--- src/rtl/seq_pkg.sv ---
// Shared definitions for the datapath sequencer: micro-op word layout,
// ALU op codes and FSM state encoding.
package seq_pkg;

  localparam int INSTR_W  = 10;
  localparam int HALT_BIT = 9;
  localparam int OP_LSB   = 6;
  localparam int OP_W     = 3;
  localparam int DEST_LSB = 4;
  localparam int SRC1_LSB = 2;
  localparam int SRC2_LSB = 0;
  localparam int ADDR_W   = 2;

  localparam logic [OP_W-1:0] ALU_ADD = 3'b000;
  localparam logic [OP_W-1:0] ALU_SUB = 3'b001;
  localparam logic [OP_W-1:0] ALU_AND = 3'b010;
  localparam logic [OP_W-1:0] ALU_XOR = 3'b011;

  // Field order mirrors instr_data: {halt, alu_op, dest, src1, src2}
  typedef struct packed {
    logic              halt;
    logic [OP_W-1:0]   alu_op;
    logic [ADDR_W-1:0] dest;
    logic [ADDR_W-1:0] src1;
    logic [ADDR_W-1:0] src2;
  } instr_t;

  typedef enum logic [1:0] {
    ST_IDLE = 2'd0,
    ST_RUN  = 2'd1,
    ST_DONE = 2'd2
  } seq_state_e;

endpackage

--- src/rtl/seq_instr_fifo.sv ---
// Synchronous micro-op FIFO; pointers carry one extra wrap bit so full and
// empty are told apart by the MSB compare.
module seq_instr_fifo #(
  parameter int DEPTH = 4,
  parameter int WIDTH = 10
) (
  input  logic             clk,
  input  logic             reset_n,
  input  logic             push,
  input  logic [WIDTH-1:0] wdata,
  input  logic             pop,
  output logic [WIDTH-1:0] rdata,
  output logic             full,
  output logic             empty
);

  localparam int AW = $clog2(DEPTH);

  logic [AW:0]      wr_ptr;
  logic [AW:0]      rd_ptr;
  logic [WIDTH-1:0] mem [DEPTH];

  assign empty = (wr_ptr == rd_ptr);
  assign full  = (wr_ptr[AW] != rd_ptr[AW]) && (wr_ptr[AW-1:0] == rd_ptr[AW-1:0]);
  assign rdata = mem[rd_ptr[AW-1:0]];

  always_ff @(posedge clk or negedge reset_n) begin
    if (!reset_n) begin
      wr_ptr <= '0;
      rd_ptr <= '0;
    end else begin
      if (push && !full)
        wr_ptr <= wr_ptr + 1'b1;
      if (pop && !empty)
        rd_ptr <= rd_ptr + 1'b1;
    end
  end

  always_ff @(posedge clk) begin
    if (push && !full)
      mem[wr_ptr[AW-1:0]] <= wdata;
  end

endmodule

--- src/rtl/datapath_sequencer.sv ---
// Issues queued micro-ops to the register/ALU datapath, one per cycle, until
// a HALT word retires. Optional result capture: SEQ_RESULT_CAPTURE_EN.
module datapath_sequencer
  import seq_pkg::*;
#(
  parameter int FIFO_DEPTH = 4,
  parameter int CNT_W      = 8,
  parameter int DATA_W     = 8
) (
  input  logic               clk,
  input  logic               reset_n,
  input  logic               start,
  input  logic               instr_valid,
  input  logic [INSTR_W-1:0] instr_data,
  output logic               instr_ready,
  output logic [ADDR_W-1:0]  srcReg1Addr,
  output logic [ADDR_W-1:0]  srcReg2Addr,
  output logic [ADDR_W-1:0]  destRegAddr,
  output logic [OP_W-1:0]    aluOp,
  output logic               regWrite,
  output logic               busy,
  output logic               done,
  output logic [CNT_W-1:0]   issued_count
`ifdef SEQ_RESULT_CAPTURE_EN
  ,
  input  logic [DATA_W-1:0]  aluResult,
  output logic [DATA_W-1:0]  last_result
`endif
);

  if (FIFO_DEPTH < 2 || (FIFO_DEPTH & (FIFO_DEPTH - 1)) != 0 || DATA_W < 1) begin : g_param_chk
    $error("datapath_sequencer: FIFO_DEPTH must be a power of 2 >= 2, DATA_W >= 1");
  end

  seq_state_e state, state_nxt;
  instr_t     head;
  logic       fifo_full, fifo_empty;
  logic       push, pop, issue;
  logic       rdy_en;

  // Ready is held low until the first edge after reset release
  assign instr_ready = rdy_en & ~fifo_full;
  assign push        = instr_valid & instr_ready;
  assign pop         = (state == ST_RUN) & ~fifo_empty;
  assign issue       = pop & ~head.halt;
  assign busy        = (state != ST_IDLE);
  assign done        = (state == ST_DONE);

  seq_instr_fifo #(
    .DEPTH (FIFO_DEPTH),
    .WIDTH (INSTR_W)
  ) u_fifo (
    .clk     (clk),
    .reset_n (reset_n),
    .push    (push),
    .wdata   (instr_data),
    .pop     (pop),
    .rdata   (head),
    .full    (fifo_full),
    .empty   (fifo_empty)
  );

  always_ff @(posedge clk or negedge reset_n) begin
    if (!reset_n) begin
      state  <= ST_IDLE;
      rdy_en <= 1'b0;
    end else begin
      state  <= state_nxt;
      rdy_en <= 1'b1;
    end
  end

  always_comb begin
    state_nxt = state;
    case (state)
      ST_IDLE: if (start) state_nxt = ST_RUN;
      ST_RUN:  if (pop && head.halt) state_nxt = ST_DONE;
      ST_DONE: state_nxt = ST_IDLE;
      default: state_nxt = ST_IDLE;
    endcase
  end

  // Control outputs hold across bubbles and HALT; only regWrite drops
  always_ff @(posedge clk or negedge reset_n) begin
    if (!reset_n) begin
      srcReg1Addr  <= '0;
      srcReg2Addr  <= '0;
      destRegAddr  <= '0;
      aluOp        <= '0;
      regWrite     <= 1'b0;
      issued_count <= '0;
    end else begin
      regWrite <= issue;
      if (issue) begin
        srcReg1Addr  <= head.src1;
        srcReg2Addr  <= head.src2;
        destRegAddr  <= head.dest;
        aluOp        <= head.alu_op;
        issued_count <= issued_count + 1'b1;
      end else if (state == ST_IDLE && start) begin
        issued_count <= '0;
      end
    end
  end

`ifdef SEQ_RESULT_CAPTURE_EN
  always_ff @(posedge clk or negedge reset_n) begin
    if (!reset_n)
      last_result <= '0;
    else if (regWrite)
      last_result <= aluResult;
  end
`endif

endmodule

--- config.mk ---
export PLATFORM = sky130hd
export DESIGN_NAME = datapath_sequencer
export DESIGN_NICKNAME = d
export VERILOG_FILES = /design/src/rtl/seq_pkg.sv /design/src/rtl/seq_instr_fifo.sv /design/src/rtl/datapath_sequencer.sv
export SDC_FILE = /design/constraint.sdc
export NUM_CORES = 1
export LEC_CHECK = 0
export ABC_CLOCK_PERIOD_IN_PS = 2270
export BUFFER_PORTS_ARGS = -buffer_cell sky130_fd_sc_hd__buf_2
export CAP_MARGIN = 25
export CORE_MARGIN = 10
export CORE_UTILIZATION = 55
export CTS_CLUSTER_DIAMETER = 40
export DETAILED_ROUTE_END_ITERATION = 10
export GPL_TIMING_DRIVEN = 1
export HOLD_SLACK_MARGIN = 0.15
export MAX_ROUTING_LAYER = met4
export PLACE_DENSITY = 0.76
export SYNTH_ARGS = -nofsm -noshare
export SYNTH_HDL_FRONTEND = slang
export SYNTH_SLANG_ARGS = --single-unit
--- constraint.sdc ---
create_clock -name clk -period 2.27 [get_ports clk]
set_input_delay 0.681 -clock clk [delete_from_list [all_inputs] [get_ports clk]]
set_output_delay 0.681 -clock clk [all_outputs]
set_load 0.1 [all_outputs]
-- After elaboration in Yosys (flattened, before gate mapping)
Memories as Yosys holds them, arrays and structs flattened.
Cells that the tools add are included.
- output and inout port bits: 21
- logic and storage cells: 46
- bits in writable memories: 40
- bits in registers: 27
- bits of input ports: 14
- memories: 1
- bitwise gates (word level): 7
- reductions and logical operators: 11
- mux-type cells: 7
- add/subtract/negate cells: 3
- eq/ne operators: 7
- memories (name ; words ; width ; read ports ; clocked after memory_dff ; wr ports ; line ; source):
    u_fifo.mem ; 4 ; 10 ; 1 ; 0 ; 1 ; seq_instr_fifo.sv:21 ; logic [WIDTH-1:0] mem [DEPTH];
- operator list (kind ; count):
    8-bit 2-to-1 mux ; 2
    8-bit by 1-bit adder with 8-bit output, second input constant ; 1
    3-bit by 1-bit adder with 3-bit output, second input constant ; 2
    1-bit logical AND ; 5
    1-bit AND ; 4
    2-bit 2-to-1 mux ; 2
    2-bit case mux with 2 select lines ; 1
    2-bit nonzero test ; 2
    3-bit equality test ; 1
    1-bit inverter ; 3
    2-bit by 1-bit equality test with 1-bit output, second input constant ; 1
    2-bit equality test ; 1
    2-bit equality test, second input constant ; 1
    1-bit logical NOT ; 2
    2-bit logical NOT ; 1
    1-bit 2-to-1 mux ; 2
    2-bit by 1-bit != test with 1-bit output, second input constant ; 1
    2-bit != test, second input constant ; 1
    2-bit AND reduction ; 1
    1-bit != test ; 1

-- Longest topological paths before layout
Gate-level depths: netlist of the first run.
- word-level depth: 8
- depth in mapped cells: 7
- mapped depth without buffers: 5

-- Modules after synthesis
Synthesis of the first run repeated with hierarchy kept, for this count alone.
- cells, all modules: 198
- area total of the unflattened synthesis: 2841.5 sq um
- by module, submodules not included (module ; cells an instance ; times used ; seq. area each (sq um) ; area an instance (sq um)):
    seq_instr_fifo ; 101 ; 1 ; 1351.3 ; 1919.3
    datapath_sequencer ; 97 ; 1 ; 525.5 ; 922.1

-- Worst setup path after synthesis of the first run
OpenSTA, ideal clock, no wires.
- path kind: register to register
- start: register u_fifo.wr_ptr[0]
- end: memory u_fifo.mem[3][0], enable pin
- clock period less this slack: 3.370 ns
- path buffers: 0
- required time: 1.917 ns
- cell stages (with the launch flop): 4
- path slack: -1.100 ns
- setup time: 0.353 ns
- arrival: 3.017 ns
- path through: dfrtp_1 -> xnor2_1 -> a31oi_1 -> and3_1
- word-level cells in the longest chain between the ends: 8
- elaborated cells between the ends (all ways): 9
- classes of those cells: eq/ne: 1; mux: 2; bitwise: 3; reduce/logical: 3
- RTL lines (item ; line ; source):
    from (decl) ; seq_instr_fifo.sv:19 ; logic [AW:0] wr_ptr;
    from (signal assigned) ; seq_instr_fifo.sv:33 ; wr_ptr <= wr_ptr + 1'b1;
    2-bit equality test ; seq_instr_fifo.sv:24 ; assign full = (wr_ptr[AW] != rd_ptr[AW]) && (wr_ptr[AW-1:0] == rd_ptr[AW-1:0]);
    1-bit logical AND ; seq_instr_fifo.sv:24 ;
    1-bit inverter ; datapath_sequencer.sv:42 ; assign instr_ready = rdy_en & ~fifo_full;
    1-bit AND ; datapath_sequencer.sv:42 ;
    net instr_ready ; datapath_sequencer.sv:15 ; output logic instr_ready,
    1-bit AND ; datapath_sequencer.sv:43 ; assign push = instr_valid & instr_ready;
    1-bit logical AND ; seq_instr_fifo.sv:40 ; if (push && !full)
    1-bit 2-to-1 mux ; seq_instr_fifo.sv:40 ;
    1-bit 2-to-1 mux (not written as such) ; seq_instr_fifo.sv:41 ; mem[wr_ptr[AW-1:0]] <= wdata;
    to (decl) ; seq_instr_fifo.sv:21 ;
The timed path passes the listed nets, and every way through them passes these cells.

-- Worst setup path in the final report of the first run
- start: register u_fifo.wr_ptr[0]
- end: output port instr_ready
- word-level cells in the longest chain between the ends: 4
- RTL lines (item ; line):
    2-bit equality test ; seq_instr_fifo.sv:24
    1-bit logical AND ; seq_instr_fifo.sv:24
    1-bit inverter ; datapath_sequencer.sv:42
    1-bit AND ; datapath_sequencer.sv:42
    to (decl) ; datapath_sequencer.sv:15
Every way passes these cells.

==> out/qor.csv, run 1 <==
metric;value;unit
global-route wire length before repair;8500;um
Worst Tran Pin Value;0.6218;ns
clock root buffer;clkbuf_8;
share of cells above drive strength 1;0.2957;
CTS Buffer Depth;2;
Critical Path End Type;output port;
Async S/R FF share, synth;0.4030;
syn_nets;201;
CP arrival;1.52;ns
Max-cap violations;0;
Main synth FF type;edfxtp_1;
largest area contributor in the netlist;edfxtp_1;
ant diodes;0;
Setup CP Type;flip-flop to output port;
routability cong.;0.8194;
top cells by count, synth;40 x edfxtp_1, 33 x nand2_1, 27 x dfrtp_1;
largest net degree at the start of global routing;28;
number of vias per cell;5.323;
synth top area cells;edfxtp_1 44%, dfrtp_1 25%, mux4_2 8.2%;
CTS tree;yes;
final antenna-violating net count;0;
CP required;1.59;ns
io pins;35;
WL per Instance;16.82;um
Final Instance Count excl. Fillers;297;
slew margin rel.;0.5855;
mapped cell area;0.002740;mm^2
Yosys reg bits;67;
unrepaired setup endpoints after global routing;no;
area grow syn2layout;18.54;%
outcome;complete, no violations;
1st-pass router iterations;4;
Synthesis Warnings;0;
drt total wl;4996;um
Die Height;90.59;um
crit path time final;2.198;ns
nets;245;
RR Startpoint;u_fifo.rd_ptr[0];
Initial DRC Count;104;
Max Clk Rate;455.0;MHz
post-synthesis sequential area ratio;0.6849;
setup bufs post-CTS;0;
Slew Viols, Final;0;
RR Endpoint;issued_count[4];
worst min-delay path class;input pin to asynchronous set/reset pin;
most common cell in the netlist;edfxtp_1;
Worst-Skew Late Latency;0.34;ns
Reg2Reg Depth;5;
initial core utilization;0.5725;
setup tns final;0;ns
Die W;90.59;um
clock sinks;67;
Final setup violation count;0;
Critical Path Source Type;flip-flop;
Gate Count Post-Synth;181;
DRC violations left;0;
vias in the first global route;1691;
fin crit share;0.9682;
via count;1581;
Post-synth EDFFs;40;
Critical Path Fanout Max;6;
placed insts;281;
Port Buffers;34;
Yosys cell types;32;
CTS Buf Count;9;
H-tree levels;3;
core box area;0.004786;mm^2
GR Overflow Total;0;
Final Hold Fails;0;
hpwl dp;3350;um
initial antenna violation count;0;
clock skew;0.01258;ns
r2r setup slk;0.23;ns
global-route usage over all layers;0.1354;
row count;25;
Yosys top cell area share;0.4384;
CTS clock-pin slew for the worst setup and hold paths;0.08;ns
die area;0.008206;mm^2
synthesized area per cell;15.14;um^2
==> worst max-delay path: stages (launching register included) <==
cell	delay, ns
dfrtp_1	0.46
xnor2_2	0.21
a31oi_4	0.28
buf_12	0.21
==> placed cells by master, fill, tap and decap left out, drive strengths merged, types with 2 or more instances in the layout <==
cell type  synthesis  layout
nand2             33      33
a31oi              2       2
a21oi              2       2
edfxtp            40      40
dfrtp             27      27
xor2               3       3
buf                3      38
nor3               5       5
and3              10      10
inv                4       4
xnor2              5       5
nand2b             3       3
clkinv             1       3
nor2               2       2
ha                 6       6
and2               2       2
nand3              6       6
mux4              10      10
a211o              5       5
mux2               2       2
clkbuf             2      12
==> logic make-up (layout without fill, tap and decap cells) <==
kind of cell,Yosys count,count (layout),synth area share
DFF,67,67,0.6849
xor gates and xnor gates,8,8,0.02557
adders and majority gates,6,6,0.02740
and+or+nand+nor,64,64,0.1091
muxes,12,12,0.09041
other,1,1,0.001369
AOI/OAI and AO/OA,13,13,0.03972
buffers and inverters,10,59,0.02146
==> worst max-delay path by stage <==
| stage | cells after the start | start | to | slack, ns |
|---|---|---|---|---|
| after global routing | 3 | u_fifo.rd_ptr[0] | instr_ready | 0.001 |
| final | 3 | u_fifo.wr_ptr[0] | instr_ready | 0.07 |
| after detailed placement | 5 | u_fifo.wr_ptr[0] | issued_count[7] | 0.27 |
| after global placement | 5 | u_fifo.rd_ptr[0] | issued_count[7] | 0.31 |
| after CTS | 3 | u_fifo.wr_ptr[0] | instr_ready | 0.06 |
| after floorplan | 5 | issued_count[0] | issued_count[6] | 0.08 |
==> through the flow <==
step                        util  area (um^2)  setup slack [ns]  hold WS (ns)
after global routing      0.6787         3248          0.001119        0.3849
final                     0.6787         3248           0.07208        0.3435
after CTS                 0.6787         3248           0.05895        0.3595
after detailed placement  0.6329         3029            0.2702        0.4624
after global placement    0.6329         3029            0.3085        0.4548
after floorplan                -         2758           0.07770        0.3854
==> metal layers <==
metal	GRT usage	wire, um
met4	0.06366	71
met5	-	0
met2	0.2115	2535
met1	0.1570	2168
met3	0.04073	221
==> timing repair <==
action                     in CTS  in global routing
gates resized for setup         2                  0
setup endpoints to repair       1                  0
hold buffers                    0                  0
==> cell type report <==
type,count,area [um^2]
clock buffer,12,156.4
clock inverter,4,47.55
fill,328,1538
inverter,5,31.28
multi-input combinational,104,837.1
sequential,67,1877
tap,67,83.83
timing repair buffer,38,215.2
==> flip-flops by register name, indices dropped and copies added, names as in the netlist <==
| name | count |
|---|---|
| u_fifo.mem | 40 |
| issued_count | 8 |
| rdy_en | 1 |
| srcReg2Addr | 2 |
| aluOp | 3 |
| destRegAddr | 2 |
| srcReg1Addr | 2 |
| u_fifo.rd_ptr | 3 |
| state | 2 |
| regWrite | 1 |
| u_fifo.wr_ptr | 3 |
Power of run 1 is not shown: default switching activity piles up to over one toggle a cycle in this logic, so the estimate is an artifact.
==> run 2: changes to the inputs <==
--- a/config.mk
+++ b/config.mk
@@ -8,6 +8,7 @@
 export ABC_CLOCK_PERIOD_IN_PS = 2270
 export BUFFER_PORTS_ARGS = -buffer_cell sky130_fd_sc_hd__buf_2
 export CAP_MARGIN = 25
+export CORE_ASPECT_RATIO = 0.6
 export CORE_MARGIN = 10
 export CORE_UTILIZATION = 55
 export CTS_CLUSTER_DIAMETER = 40
==> run 2 against run 1 <==
Compared with the run above: flip-flop and latch count unchanged; die area is 1.1% higher; design area shrank 0.42%; maximum frequency shrank 0.83%; wire length grew 7.3%; clock skew fell by 0.0064 ns.
==> out/qor.csv, run 2 (same netlist as run 1, synthesis figures left out) <==
metric;value;unit
Post-DP Area;0.003047;mm^2
CTS tree;yes;
clock sinks;67;
CP cell instances;xnor2_2, a31oi_4, buf_12;
critical path's largest stage delay;0.47;ns
setup tns final;0;ns
1st-pass router iterations;4;
vias in the first global route;1650;
CTS clock-pin slew for the worst setup and hold paths;0.06;ns
Buf/Inv on CP;1;
Final setup violation count;0;
GR Overflow Total;0;
Max-cap violations;0;
via count;1631;
global-route usage over all layers;0.1407;
Die W;111.1;um
crit path max-delay cell type;dfrtp_1;
Initial DRC Count;116;
io pins;35;
RR Startpoint;u_fifo.wr_ptr[0];
initial antenna violation count;0;
Slew Viols, Final;0;
CTS Buf Count;9;
critical path launch point;u_fifo.wr_ptr[0];
CTS Buffer Depth;2;
ant diodes;0;
CP required;1.59;ns
unrepaired setup endpoints after global routing;no;
nets;251;
row count;19;
core box area;0.004683;mm^2
crit path time final;2.216;ns
DRC violations left;0;
clock skew;0.006149;ns
Port Buffers;34;
number of vias per cell;5.455;
Critical Path Fanout Max;5;
max reg flops;40;
most common cell after layout, fill and taps aside;edfxtp_1;
Top delay family on crit path;flip-flops;
Critical Path End Type;output port;
hpwl dp;3825;um
Final Cell Area;0.003234;mm^2
Worst-Skew Late Latency;0.34;ns
worst min-delay path class;input pin to asynchronous set/reset pin;
Worst Tran Pin Value;0.6114;ns
WL per Instance;17.93;um
final antenna-violating net count;0;
Final Hold Fails;0;
Max Clk Rate;451.2;MHz
die area;0.008298;mm^2
slew margin rel.;0.5924;
Critical Path Source Type;flip-flop;
routability cong.;0.8215;
global-route wire length before repair;8611;um
Setup CP Type;flip-flop to output port;
largest net degree at the start of global routing;28;
clock root buffer;clkbuf_8;
share of cells above drive strength 1;0.2924;
Die Height;74.68;um
highest-count cells in the layout ignoring fill and taps;40 x edfxtp_1, 33 x nand2_1, 33 x buf_2;
fin crit share;0.9764;
H-tree levels;3;
initial core utilization;0.5851;
outcome;complete, no violations;
drt total wl;5362;um
area grow syn2layout;18.04;%
CP arrival;1.54;ns
-- run 2: cell types whose count changed in the layout (fill, tap and decap cells not counted), sizes merged --
cell,change
clkbuf,+3
buf,+6
clkinv,-1
clkinvlp,-1
bufinv,-1
-- run 2: repair_timing --
item	CTS	global route
hold buffers	0	0
resized for setup	2	0
endpoints found under the hold margin	0	0
endpoints found under the setup margin	1	1
buffers inserted	0	3
pin swaps	0	1
-- run 2: per-stage QoR --
step	hold WS, ns	cells	util	setup slack (ns)
detailed placement	0.4633	280	0.6505	0.2211
finish	0.3460	299	0.6906	0.05366
global placement	0.4500	280	0.6505	0.3085
global route	0.3680	299	0.6906	0.003309
CTS	0.3586	296	0.6858	0.03401
floorplan	0.3854	181	-	0.07770
-- run 2: area by class of cell --
class | instances | area (um^2)
sequential | 67 | 1877
fill | 329 | 1449
multi-input combinational | 104 | 837.1
timing repair buffer | 44 | 260.3
clock buffer | 15 | 146.4
tap | 63 | 78.83
inverter | 5 | 31.28
clock inverter | 1 | 3.754
-- run 2: worst reg2reg max path, cell delays in order, from the launching register on --
cell	delay, ns
dfrtp_1	0.47
xnor2_2	0.22
a31oi_4	0.29
buf_4	0.16
buf_4	0.10
and3_1	0.51
-- run 2: final timing paths --
check,slack (ns),endpoint,depth (start not counted)
min in group clk,0.46,state[0],1
min reg2reg,0.46,state[0],1
max reg2reg,0.15,u_fifo.mem[3][1],5
max in group asynchronous,1.52,u_fifo.rd_ptr[1],1
min,0.35,issued_count[4],1
max,0.05,instr_ready,3
-- run 2: layer usage --
layer,track usage,share of wire,vias to the layer above
met5,-,0,-
met4,0.04255,0.014,0
met3,0.06190,0.069,7
met2,0.2064,0.46,62
met1,0.1740,0.46,794
li1,-,-,768
Power of run 2 is left out for the same reason.
